File: config.mk
export PLATFORM = sky130hd
export DESIGN_NAME = sat_accum_lanes
export DESIGN_NICKNAME = d
export VERILOG_FILES = /design/src/rtl/sat_accum_pkg.sv /design/src/rtl/sat_add_lane.sv /design/src/rtl/sat_accum_lanes.sv
export SDC_FILE = /design/constraint.sdc
export NUM_CORES = 1
export LEC_CHECK = 0
export ABC_AREA = 1
export CAP_MARGIN = 30
export CORE_MARGIN = 4
export CORE_UTILIZATION = 45
export DETAILED_ROUTE_END_ITERATION = 8
export PLACE_DENSITY = 0.69
export SKIP_LAST_GASP = 1
export SYNTH_ARGS = -nofsm -noshare
export SYNTH_HDL_FRONTEND = slang
export SYNTH_SLANG_ARGS = --single-unit
File: constraint.sdc
create_clock -name clk_i -period 2.14 [get_ports clk_i]
set_input_delay 0.321 -clock clk_i [delete_from_list [all_inputs] [get_ports clk_i]]
set_output_delay 0.321 -clock clk_i [all_outputs]
set_load 0.05 [all_outputs]
File: src/rtl/sat_accum_pkg.sv
// Shared types and helpers for the multi-lane saturating accumulator.
// The optional overflow flag build is selected with SAT_ACCUM_LANES_OVF_FLAG_EN.
package sat_accum_pkg;

  typedef enum logic {
    IDLE  = 1'b0,
    ACCUM = 1'b1
  } state_t;

  typedef struct packed {
    logic signed [63:0] sum;
    logic               ovf;
  } sat_res_t;

  function automatic int cnt_width(input int maxbeats);
    return $clog2(maxbeats + 1);
  endfunction

  localparam int DEF_MAXBEATS = 256;
  localparam int DEF_CNTW     = cnt_width(DEF_MAXBEATS);

  // Operands arrive sign-extended to 64 bits; an accw-bit accumulator plus a
  // narrower operand cannot overflow 64 bits, so the clamp is exact.
  function automatic sat_res_t sat_add(input logic signed [63:0] acc,
                                       input logic signed [63:0] data,
                                       input int unsigned        accw);
    logic signed [63:0] raw;
    logic signed [63:0] hi;
    logic signed [63:0] lo;
    sat_res_t           res;
    raw = acc + data;
    hi  = (64'sd1 <<< (accw - 1)) - 64'sd1;
    lo  = -hi - 64'sd1;
    res.ovf = 1'b0;
    if (raw > hi) begin
      res.sum = hi;
      res.ovf = 1'b1;
    end else if (raw < lo) begin
      res.sum = lo;
      res.ovf = 1'b1;
    end else begin
      res.sum = raw;
    end
    return res;
  endfunction

endpackage

File: src/rtl/sat_add_lane.sv
// One accumulation lane: running sum, saturating add and registered result.
// With SAT_ACCUM_LANES_OVF_FLAG_EN it also carries a sticky clamp flag.
module sat_add_lane
  import sat_accum_pkg::*;
#(
  parameter int DATAW = 8,
  parameter int ACCW  = 16
) (
  input  logic            clk_i,
  input  logic            rst_ni,
  input  logic [DATAW-1:0] data_i,
  input  logic            accept_i,
  input  logic            close_i,
  output logic [ACCW-1:0] sum_o
`ifdef SAT_ACCUM_LANES_OVF_FLAG_EN
  ,
  output logic            ovf_o
`endif
);

  logic signed [ACCW-1:0] acc_q;
  logic signed [ACCW-1:0] sum_q;
  logic signed [63:0]     acc_ext;
  logic signed [63:0]     data_ext;
  sat_res_t               res;
  logic [ACCW-1:0]        res_sum;
  logic                   unused_bits;

  assign acc_ext     = {{(64-ACCW){acc_q[ACCW-1]}}, acc_q};
  assign data_ext    = {{(64-DATAW){data_i[DATAW-1]}}, data_i};
  assign res         = sat_add(acc_ext, data_ext, ACCW);
  assign res_sum     = res.sum[ACCW-1:0];
  assign unused_bits = ^{res.sum[63:ACCW], res.ovf};

  // A closing beat publishes the sum and empties the accumulator together.
  always_ff @(posedge clk_i or negedge rst_ni) begin
    if (!rst_ni) begin
      acc_q <= '0;
      sum_q <= '0;
    end else if (accept_i) begin
      if (close_i) begin
        acc_q <= '0;
        sum_q <= res_sum;
      end else begin
        acc_q <= res_sum;
      end
    end
  end

  assign sum_o = sum_q;

`ifdef SAT_ACCUM_LANES_OVF_FLAG_EN
  logic sticky_q;
  logic ovf_q;

  always_ff @(posedge clk_i or negedge rst_ni) begin
    if (!rst_ni) begin
      sticky_q <= 1'b0;
      ovf_q    <= 1'b0;
    end else if (accept_i) begin
      if (close_i) begin
        sticky_q <= 1'b0;
        ovf_q    <= sticky_q | res.ovf;
      end else begin
        sticky_q <= sticky_q | res.ovf;
      end
    end
  end

  assign ovf_o = ovf_q;
`endif

endmodule

File: src/rtl/sat_accum_lanes.sv
// Multi-lane signed saturating accumulator with valid/ready on both sides.
// Define SAT_ACCUM_LANES_OVF_FLAG_EN to add the per-lane ovf_o clamp flags.
module sat_accum_lanes
  import sat_accum_pkg::*;
#(
  parameter int DATAW    = 8,
  parameter int ACCW     = 16,
  parameter int LANES    = 4,
  parameter int MAXBEATS = 256
) (
  input  logic                           clk_i,
  input  logic                           rst_ni,
  input  logic [LANES*DATAW-1:0]         data_i,
  input  logic                           valid_i,
  input  logic                           last_i,
  output logic                           ready_o,
  output logic [LANES*ACCW-1:0]          sum_o,
  output logic [$clog2(MAXBEATS+1)-1:0]  beats_o,
  output logic                           valid_o,
  input  logic                           ready_i
`ifdef SAT_ACCUM_LANES_OVF_FLAG_EN
  ,
  output logic [LANES-1:0]               ovf_o
`endif
);

  localparam int CNTW = cnt_width(MAXBEATS);

  if (ACCW < DATAW || ACCW > 63) begin : g_bad_width
    $error("sat_accum_lanes: ACCW must satisfy DATAW <= ACCW <= 63");
  end

  state_t          state_q;
  state_t          state_d;
  logic [CNTW-1:0] count_q;
  logic [CNTW-1:0] count_inc;
  logic [CNTW-1:0] beats_q;
  logic            valid_q;
  logic            accept;
  logic            close;

  assign ready_o   = !valid_q || ready_i;
  assign accept    = valid_i && ready_o;
  assign count_inc = count_q + 1'b1;
  assign close     = accept && (last_i || (count_inc == CNTW'(MAXBEATS)));

  always_comb begin
    state_d = state_q;
    case (state_q)
      IDLE:    if (accept && !close) state_d = ACCUM;
      ACCUM:   if (close) state_d = IDLE;
      default: state_d = IDLE;
    endcase
  end

  always_ff @(posedge clk_i or negedge rst_ni) begin
    if (!rst_ni) begin
      state_q <= IDLE;
      count_q <= '0;
    end else begin
      state_q <= state_d;
      if (close) count_q <= '0;
      else if (accept) count_q <= count_inc;
    end
  end

  // A new close overrides a same-cycle drain, so results stream with no bubble.
  always_ff @(posedge clk_i or negedge rst_ni) begin
    if (!rst_ni) begin
      valid_q <= 1'b0;
      beats_q <= '0;
    end else begin
      if (close) begin
        valid_q <= 1'b1;
        beats_q <= count_inc;
      end else if (ready_i) begin
        valid_q <= 1'b0;
      end
    end
  end

  assign valid_o = valid_q;
  assign beats_o = beats_q;

  for (genvar k = 0; k < LANES; k++) begin : g_lane
    sat_add_lane #(
      .DATAW(DATAW),
      .ACCW (ACCW)
    ) u_lane (
      .clk_i   (clk_i),
      .rst_ni  (rst_ni),
      .data_i  (data_i[k*DATAW +: DATAW]),
      .accept_i(accept),
      .close_i (close),
      .sum_o   (sum_o[k*ACCW +: ACCW])
`ifdef SAT_ACCUM_LANES_OVF_FLAG_EN
      ,
      .ovf_o   (ovf_o[k])
`endif
    );
  end

endmodule

==> flow_summary_export.csv <==
group,metric,value,unit
timing,finalSetupViolCount,57,
synth,syn_area,9890,µm²
synth,synth_area_leaders,"dfrtp_1 37%, nand2_1 29%, ha_1 8.3%",
critical_path,max_stage_delay,0.54,ns
hold_path,min_path_type,"primary input to asynchronous set/reset pin",
critical_path,path_common_cell,"nand2_1",
pwr,report.power.total,24.1,mW
routing,drc,0,
critical_path,crit_path_max_fanout,11,
synth,synth_fp_nets,1565,
synth,synth_cells,1458,
job,cap_viol_max_count,0,
timing,slew_viol_final,0,
global_routing,grt_pass1_vias,10345,
synth,synth_edf_count,0,
die,dieWidth,156,µm
clock_network,numClockSinks,147,
die,initial_core_util,46.3,%
synth,yosysUniqueCellTypes,31,
synth,ys_seq_elements,147,
critical_path,cp_num_buf_inv,4,
critical_path,cpMaxStageDelayCell,"clkdlybuf4s50_1",
routing,viasPerCell,5.10,
timing,hold_slack,0.459,ns
synth,seq_area_frac_synth,37.2,%
timing,rsz0062_at_grt,"true",
synth,async_flop_share,100,%
pwr,power.leakage,7.90,nW
status,status,"complete, but fails checks",
timing,fin_crit,2.23,ns
routing,first_iter_violations,553,
die,die_area,24400,µm²
synth,ys.flop_type,"dfrtp_1",
timing,finalCritPeriodShare,104,%
status,failed_checks,"setup timing",
timing,worstMarginPinSlew,0.621,ns
timing,finalHoldViolCount,0,
clock_network,clkTransAtPathRegs,0.07,ns
placed_design,numPortBuffers,111,
clock_network,clk_latency,0.44,ns
synth,syn_area_per_cell,6.79,µm²
finish,diodes,0,
synth,synth.largest_area_cell,"dfrtp_1",
clock_network,cts_buffer_depth,2,
placed_design,gp_congestion,0.925,
synth,ys.warnings.count,0,
finish,areaGrowthSynthToFinish,47.0,%
synth,synth_top_area_share,37.2,%
routing,drt_first_pass_iters,5,
global_routing,grt_first_pass_wirelength,49100,µm
synth,synth_most_common_cell,"nand2_1",
routing,ant_nets,0,
finish,nets,1842,
timing,relSlewSlack,58.6,%
critical_path,critPathLaunchType,"primary input",
timing,fmax,447,MHz
die,die_h,156,µm
global_routing,grt_max_degree,67,
global_routing,grt_use_total,24.5,%
finish,drive_above_1_share,25.7,%
critical_path,crit_chain,"clkdlybuf4s50_1 -> buf_4 -> ha_4 -> nand2_1 -> nor3_4 -> buf_4 -> a21oi_2 -> nand2_1 -> nand2_1 -> nand2_1 -> nand2_2 -> buf_12 -> nand2_1 -> nand2_1 -> nand2_1",
die,rows,53,
critical_path,startpoint,"data_i[7]",
critical_path,critical_path_class,"primary input to flop",
die,pin_count,112,
clock_network,htree_levels,4,
critical_path,cp.arrival,2.56,ns
placed_design,pre_cts_slack,-0.645,ns
routing,num_vias,10310,
timing,finClkSkew,0.0118,ns
critical_path,r2r-start,"g_lane[3].u_lane.acc_q[0]",
critical_path,critPathTopFamily,"buffers and inverters",
pwr,power.density,1660,nW/µm²
clock_network,tritoncts,"built",
routing,wire_per_inst,15.4,µm
timing,setup_ws,-0.0947,ns
clock_network,clockRootBuffer,"clkbuf_16",
synth,synthTopCellsByCount,"770 x nand2_1, 147 x dfrtp_1, 139 x inv_1",
critical_path,cp.required,2.47,ns
clock_network,numCtsBuffers,17,
die,core-area,21400,µm²
pwr,peakVddDrop,0.000955,V
global_routing,grt_antenna_before_repair,1,
routing,wl,31200,µm
critical_path,end_kind,"flop",
global_routing,gr-total-overflow,0,
placed_design,dp_hpwl,19600,µm
timing repair:
action	4_1_cts	5_1_grt
setup buffers	3	7
endpoints found under the setup margin	120	127
hold endpoints to repair	53	0
resized for setup	75	227
pin swaps	12	73
gates cloned	6	4
hold buffers	1	0
placed cells by master, fill, tap and decap left out, drive strengths merged, types with 33 or more instances in the layout:
| cell | netlist | layout |
|---|---|---|
| inv | 142 | 150 |
| nand3 | 66 | 66 |
| xor2 | 33 | 33 |
| dfrtp | 147 | 147 |
| nor2 | 43 | 43 |
| a21oi | 57 | 57 |
| nand2 | 775 | 779 |
| clkdlybuf4s50 | 0 | 106 |
| buf | 30 | 180 |
| ha | 66 | 66 |
metal layers:
layer	GRT usage (%)	wire length, µm
met1	31.2	13300
met2	41.9	15500
met3	4.18	1260
met4	8.88	1040
met5	0	13
sequential cells by signal, summed over array words and instances, names as in the netlist:
signal	cells
beats_o	9
count_q	9
g_lane.u_lane.acc_q	64
g_lane.u_lane.sum_o	64
valid_o	1
report_power, final:
| group | switching, mW | internal (mW) | leakage [nW] | total [mW] |
|---|---|---|---|---|
| clock | 1.40 | 1.78 | 0.298 | 3.18 |
| sequential | 0.788 | 3.89 | 1.88 | 4.67 |
| combinational | 9.66 | 6.57 | 5.72 | 16.2 |
metrics by stage:
stage                     area, µm²  TNS, ns  std cells  util [%]
final                         14500    -2.55       2023      68.1
after global routing          14500   -14.96       2023      68.1
after CTS                     13500  -0.0139       2014      63.4
after detailed placement      12500   -70.91       1972      58.5
after global placement        12500   -63.80       1972      58.5
after floorplan                9890        0       1458         -
kinds of logic (layout without fill, tap and decap cells):
group | count (synthesis) | in the layout | share of synthesized area [%]
simple gates | 919 | 923 | 36.7
buf+inv | 183 | 469 | 7.87
flops | 147 | 147 | 37.2
compound gates | 95 | 95 | 5.11
fa+ha+maj | 70 | 70 | 9.16
xor+xnor | 43 | 43 | 3.88
mux | 1 | 1 | 0.101
worst paths after layout:
| check | slack (ns) | cells past startpoint | end |
|---|---|---|---|
| worst min-delay path | 0.46 | 2 | g_lane[3].u_lane.acc_q[8] |
| worst max register to register | -0.06 | 15 | g_lane[3].u_lane.acc_q[7] |
| min in group clk_i | 0.47 | 2 | g_lane[2].u_lane.sum_o[3] |
| max in group asynchronous | 1.05 | 3 | count_q[1] |
| worst min register to register | 0.47 | 2 | g_lane[2].u_lane.sum_o[3] |
| worst max-delay path | -0.09 | 15 | g_lane[0].u_lane.sum_o[9] |
cell type report:
| class | instances | area (µm²) |
|---|---|---|
| inverters | 143 | 549 |
| well taps | 275 | 344 |
| multi-input cells | 1132 | 6590 |
| clock inverters | 15 | 188 |
| flip-flops and latches | 147 | 3680 |
| repair buffers | 294 | 2770 |
| clock buffers | 17 | 425 |
| fillers | 1699 | 6810 |
Note: power is estimated with default switching activity, not from simulation.
==> patch 1, RTL diff (config.mk and constraints unchanged) <==
`DATAW` is set to 8 in 2 places; all go to 16.
--- a/src/rtl/sat_add_lane.sv
+++ b/src/rtl/sat_add_lane.sv
@@ -3,7 +3,7 @@
 module sat_add_lane
   import sat_accum_pkg::*;
 #(
-  parameter int DATAW = 8,
+  parameter int DATAW = 16,
   parameter int ACCW  = 16
 ) (
   input  logic            clk_i,
--- a/src/rtl/sat_accum_lanes.sv
+++ b/src/rtl/sat_accum_lanes.sv
@@ -3,7 +3,7 @@
 module sat_accum_lanes
   import sat_accum_pkg::*;
 #(
-  parameter int DATAW    = 8,
+  parameter int DATAW    = 16,
   parameter int ACCW     = 16,
   parameter int LANES    = 4,
   parameter int MAXBEATS = 256
Ports: changed (resized data_i); port bits go from 112 to 144. No check against the original RTL was run, so the function may have changed too.
==> patch 1 against the unedited design <==
  * The flow still finishes with violations (negative setup slack)
  * Utilization rose by 3.4 points
  * Power increased by 9.2%
  * Design area increased by 7.0%
  * Synthesized area rose by 0.40%
  * Worst setup slack lost 25 ps
  * Critical path depth unchanged
  * Via count rose by 1.6%
  * Die area up 0.38%
  * Routed wire length is 0.58% higher
  * Maximum frequency shrank 1.1%
  * Sequential cell count unchanged
  * Global-route usage shrank 1.0 points
  * Count of clock-buffer cells in the layout is 6 higher
==> patch 1: results (changes against the unedited design) <==
stage,metric,value,unit,change
synthesis,syn_inst,1456,,-0.14%
setup_path,critPathMaxFanout,8,,-3
setup_path,worstReg2RegStart,g_lane[1].u_lane.acc_q[0]$_DFFE_PN0P_,,
setup_path,r2r_end,g_lane[1].u_lane.acc_q[1]$_DFFE_PN0P_,,
setup_path,cpPeakStageDelay,500,ps,-40 ps
run_status,violations,negative setup slack,,
setup_path,worstSetupStartpoint,data_i[16],,
power_and_ir_drop,ir_worst_vdd,1.10,mV,+15%
setup_path,cp.arrival,2570,ps,about the same
grt,met2_usage,39.8,%,-2.1 points
power_and_ir_drop,leakage,8.33,nW,+5.6%
synthesis,synth_nets,1595,,+1.9%
detailed_routing,wl_per_cell,15.0,um,-2.5%
sta,setup_violations,92,,+61%
sta,finalSetupTns,-4580,ps,-2030 ps
sta,hold_slack,368,ps,-90.9 ps
sta,worstMarginPinSlew,581,ps,-40.5 ps
finish,final_nets,1933,,+4.9%
detailed_routing,route.met3.wl,1480,um,+17%
run_status,status,"complete, but fails checks",,
finish,drive_gt1_share,31.1,%,+5.4 points
place,dp_slack,-616,ps,+28.7 ps
synthesis,synth_compound_area_share,5.09,%,-0.021 points
detailed_routing,drt_iter0_drc,598,,+8.1%
clock_network,cts_setup_buffers,10,,+7
synthesis,synthAdderAreaFrac,9.12,%,-0.037 points
synthesis,ys_types,33,,+6.5%
sta,setup_slack,-120,ps,-25.5 ps
detailed_routing,vias_per_cell,5.02,,-1.4%
synthesis,synthMuxAreaShare,0.101,%,-0.00041 points
place,dpl.cell_count,2026,,+2.7%
clock_network,cts_resized,42,,-44%
sta,finalClockSkew,11.1,ps,-0.655 ps
place,gp_congestion,0.923,,-0.19%
detailed_routing,routed_wl,31400,um,+0.58%
[patch 1: cell count changes in the layout (fill, tap and decap cells not counted), sizes merged, moves of 2 or more]
cell,delta
clkbuf,+4
inv,-9
clkinv,+2
nand2,-9
clkdlybuf4s50,+34
nand3,+4
buf,+32
dlymetal6s2s,-2
[patch 1: cell type report]
| class | instances | area [um^2] |
|---|---|---|
| multi-input cells | 1130 | 7140 |
| fillers | 1651 | 6200 |
| flip-flops and latches | 147 | 3680 |
| repair buffers | 356 | 3300 |
| inverters | 142 | 536 |
| clock buffers | 23 | 478 |
| well taps | 280 | 350 |
| clock inverters | 8 | 78.8 |
[patch 1: power breakdown]
| part | internal, W | switching, W |
|---|---|---|
| combinational | 0.00789 | 0.0109 |
| sequential | 0.00389 | 0.000768 |
| clock | 0.00169 | 0.00119 |
| total | 0.0135 | 0.0128 |
==> patch 2, RTL diff (same flow settings) <==
Made on the original files. The option `SAT_ACCUM_LANES_OVF_FLAG_EN` is turned on by a define.
--- a/src/rtl/sat_add_lane.sv
+++ b/src/rtl/sat_add_lane.sv
@@ -1,5 +1,7 @@
 // One accumulation lane: running sum, saturating add and registered result.
 // With SAT_ACCUM_LANES_OVF_FLAG_EN it also carries a sticky clamp flag.
+`define SAT_ACCUM_LANES_OVF_FLAG_EN
+
 module sat_add_lane
   import sat_accum_pkg::*;
 #(
Function (old outputs only; new: ovf_o): kept (equiv_simple and equiv_induct, registers matched by name and starting in step).
==> patch 2 against the unedited design <==
  * The flow still finishes with violations (negative setup slack)
  * Sequential cell count is 8 higher
  * Via count is 2.8% higher
  * Routed wire length is 3.0% higher
  * First-iteration DRC count is 18% lower
  * Worst setup slack worse by 14 ps
  * Synthesized cell count is 2.6% higher
  * Synthesized area is 3.0% higher
  * Power is 9.3% higher
  * Design area is 7.7% higher
  * Critical path type unchanged
==> patch 2: results (changes against the unedited design) <==
stage,metric,value,unit,change
run_status,status,"complete, but fails checks",,
run_status,violations,negative setup slack,,
synthesis,synth_top_area_share,38.1,%,+0.88 points
setup_path,cp.arrival,2610,ps,+50 ps
detailed_routing,top_layer_used,met4,,
sta,finalSetupTns,-3150,ps,-598 ps
detailed_routing,route.met3.wl,1350,um,+7.2%
sta,hold_slack,413,ps,-46.2 ps
setup_path,regToRegSetupSlack,-100,ps,-40 ps
setup_path,worstReg2RegStart,g_lane[0].u_lane.acc_q[0]$_DFFE_PN0P_,,
sta,setup_violations,76,,+33%
sta,setup_slack,-108,ps,-13.7 ps
detailed_routing,met2_length,16200,um,+4.3%
detailed_routing,num_vias,10600,,+2.8%
place,portBuffers,115,,+3.6%
place,dp_slack,-753,ps,-108 ps
finish,drive_gt1_share,30.2,%,+4.5 points
grt,grt_usage,23.4,%,-1.0 points
synthesis,synthAdderAreaFrac,8.77,%,-0.39 points
finish,final_nets,1925,,+4.5%
synthesis,synth.area.top_cells,"dfrtp_1 (38%), nand2_1 (29%), ha_1 (8.0%)",,
finish,final_cell_count_no_fill,2112,,+4.4%
sta,finalClockSkew,15.9,ps,+4.06 ps
synthesis,ys_types,30,,-3.2%
setup_path,worstSetupStartpoint,data_i[0],,
detailed_routing,wl_per_cell,15.2,um,-1.3%
finish,fillers,1660,,-2.3%
detailed_routing,drt_iter0_drc,455,,-18%
setup_path,cpPeakStageDelay,460,ps,-80 ps
finish,ff_latch_area,3880,um^2,+5.4%
power_and_ir_drop,leakage,8.47,nW,+7.2%
-- patch 2: changes by cell type in the layout (fill, tap and decap cells not counted), sizes merged, moves of 3 or more --
cell	before	now
a21oi	57	65
nand3	66	52
o21ai	23	28
nor2	43	53
buf	180	225
xnor2	10	13
nand2	779	792
dfrtp	147	155
nand3b	0	4
clkbuf	21	27
-- patch 2: tightest hold or removal path, delay by kind of cell --
kind / cells / cell delay [ps]
buf+inv: 1 / 100
fa+ha+maj: 1 / 200
simple gates: 4 / 190
-- patch 2: cell type report --
type                       instances  share of cell area, %
timing repair buffer             348                   21.4
inverter                         142                   3.45
clock buffer                      18                   2.74
clock inverter                    14                  0.879
tap                              280                   2.24
sequential                       155                   24.8
multi-input combinational       1155                   44.6
-- patch 2: kinds of logic after synthesis --
logic type | after synthesis
muxes | 1
buffers and inverters | 187
AOI/OAI and AO/OA | 107
xor gates and xnor gates | 46
adders and majority gates | 69
DFF | 155
and+or+nand+nor | 931
-- patch 2: per-layer routing --
| metal | up-vias | GRT usage, % |
|---|---|---|
| met5 | - | 0 |
| met4 | 0 | 5.00 |
| met3 | 38 | 3.42 |
| met2 | 227 | 41.1 |
| met1 | 5040 | 30.9 |
| li1 | 5296 | - |
-- patch 2: power by group through the flow --
stage | Clock, W | Combinational, W | Sequential, W
finish | 0.00299 | 0.0184 | 0.00494
global route | 0.00317 | 0.0200 | 0.00507
CTS | 0.00304 | 0.0152 | 0.00487
detailed placement | 0 | 0.0142 | 0.00485
global placement | 0 | 0.0139 | 0.00484
floorplan | 0 | 0.00684 | 0.00680
-- patch 2: timing repair --
item / CTS / global route
hold endpoints to repair: 47 / 0
gates resized for setup: 122 / 281
endpoints found under the setup margin: 130 / 144
pin swaps: 32 / 107
hold buffers: 1 / 0
buffers inserted: 7 / 11
cloned: 3 / 11
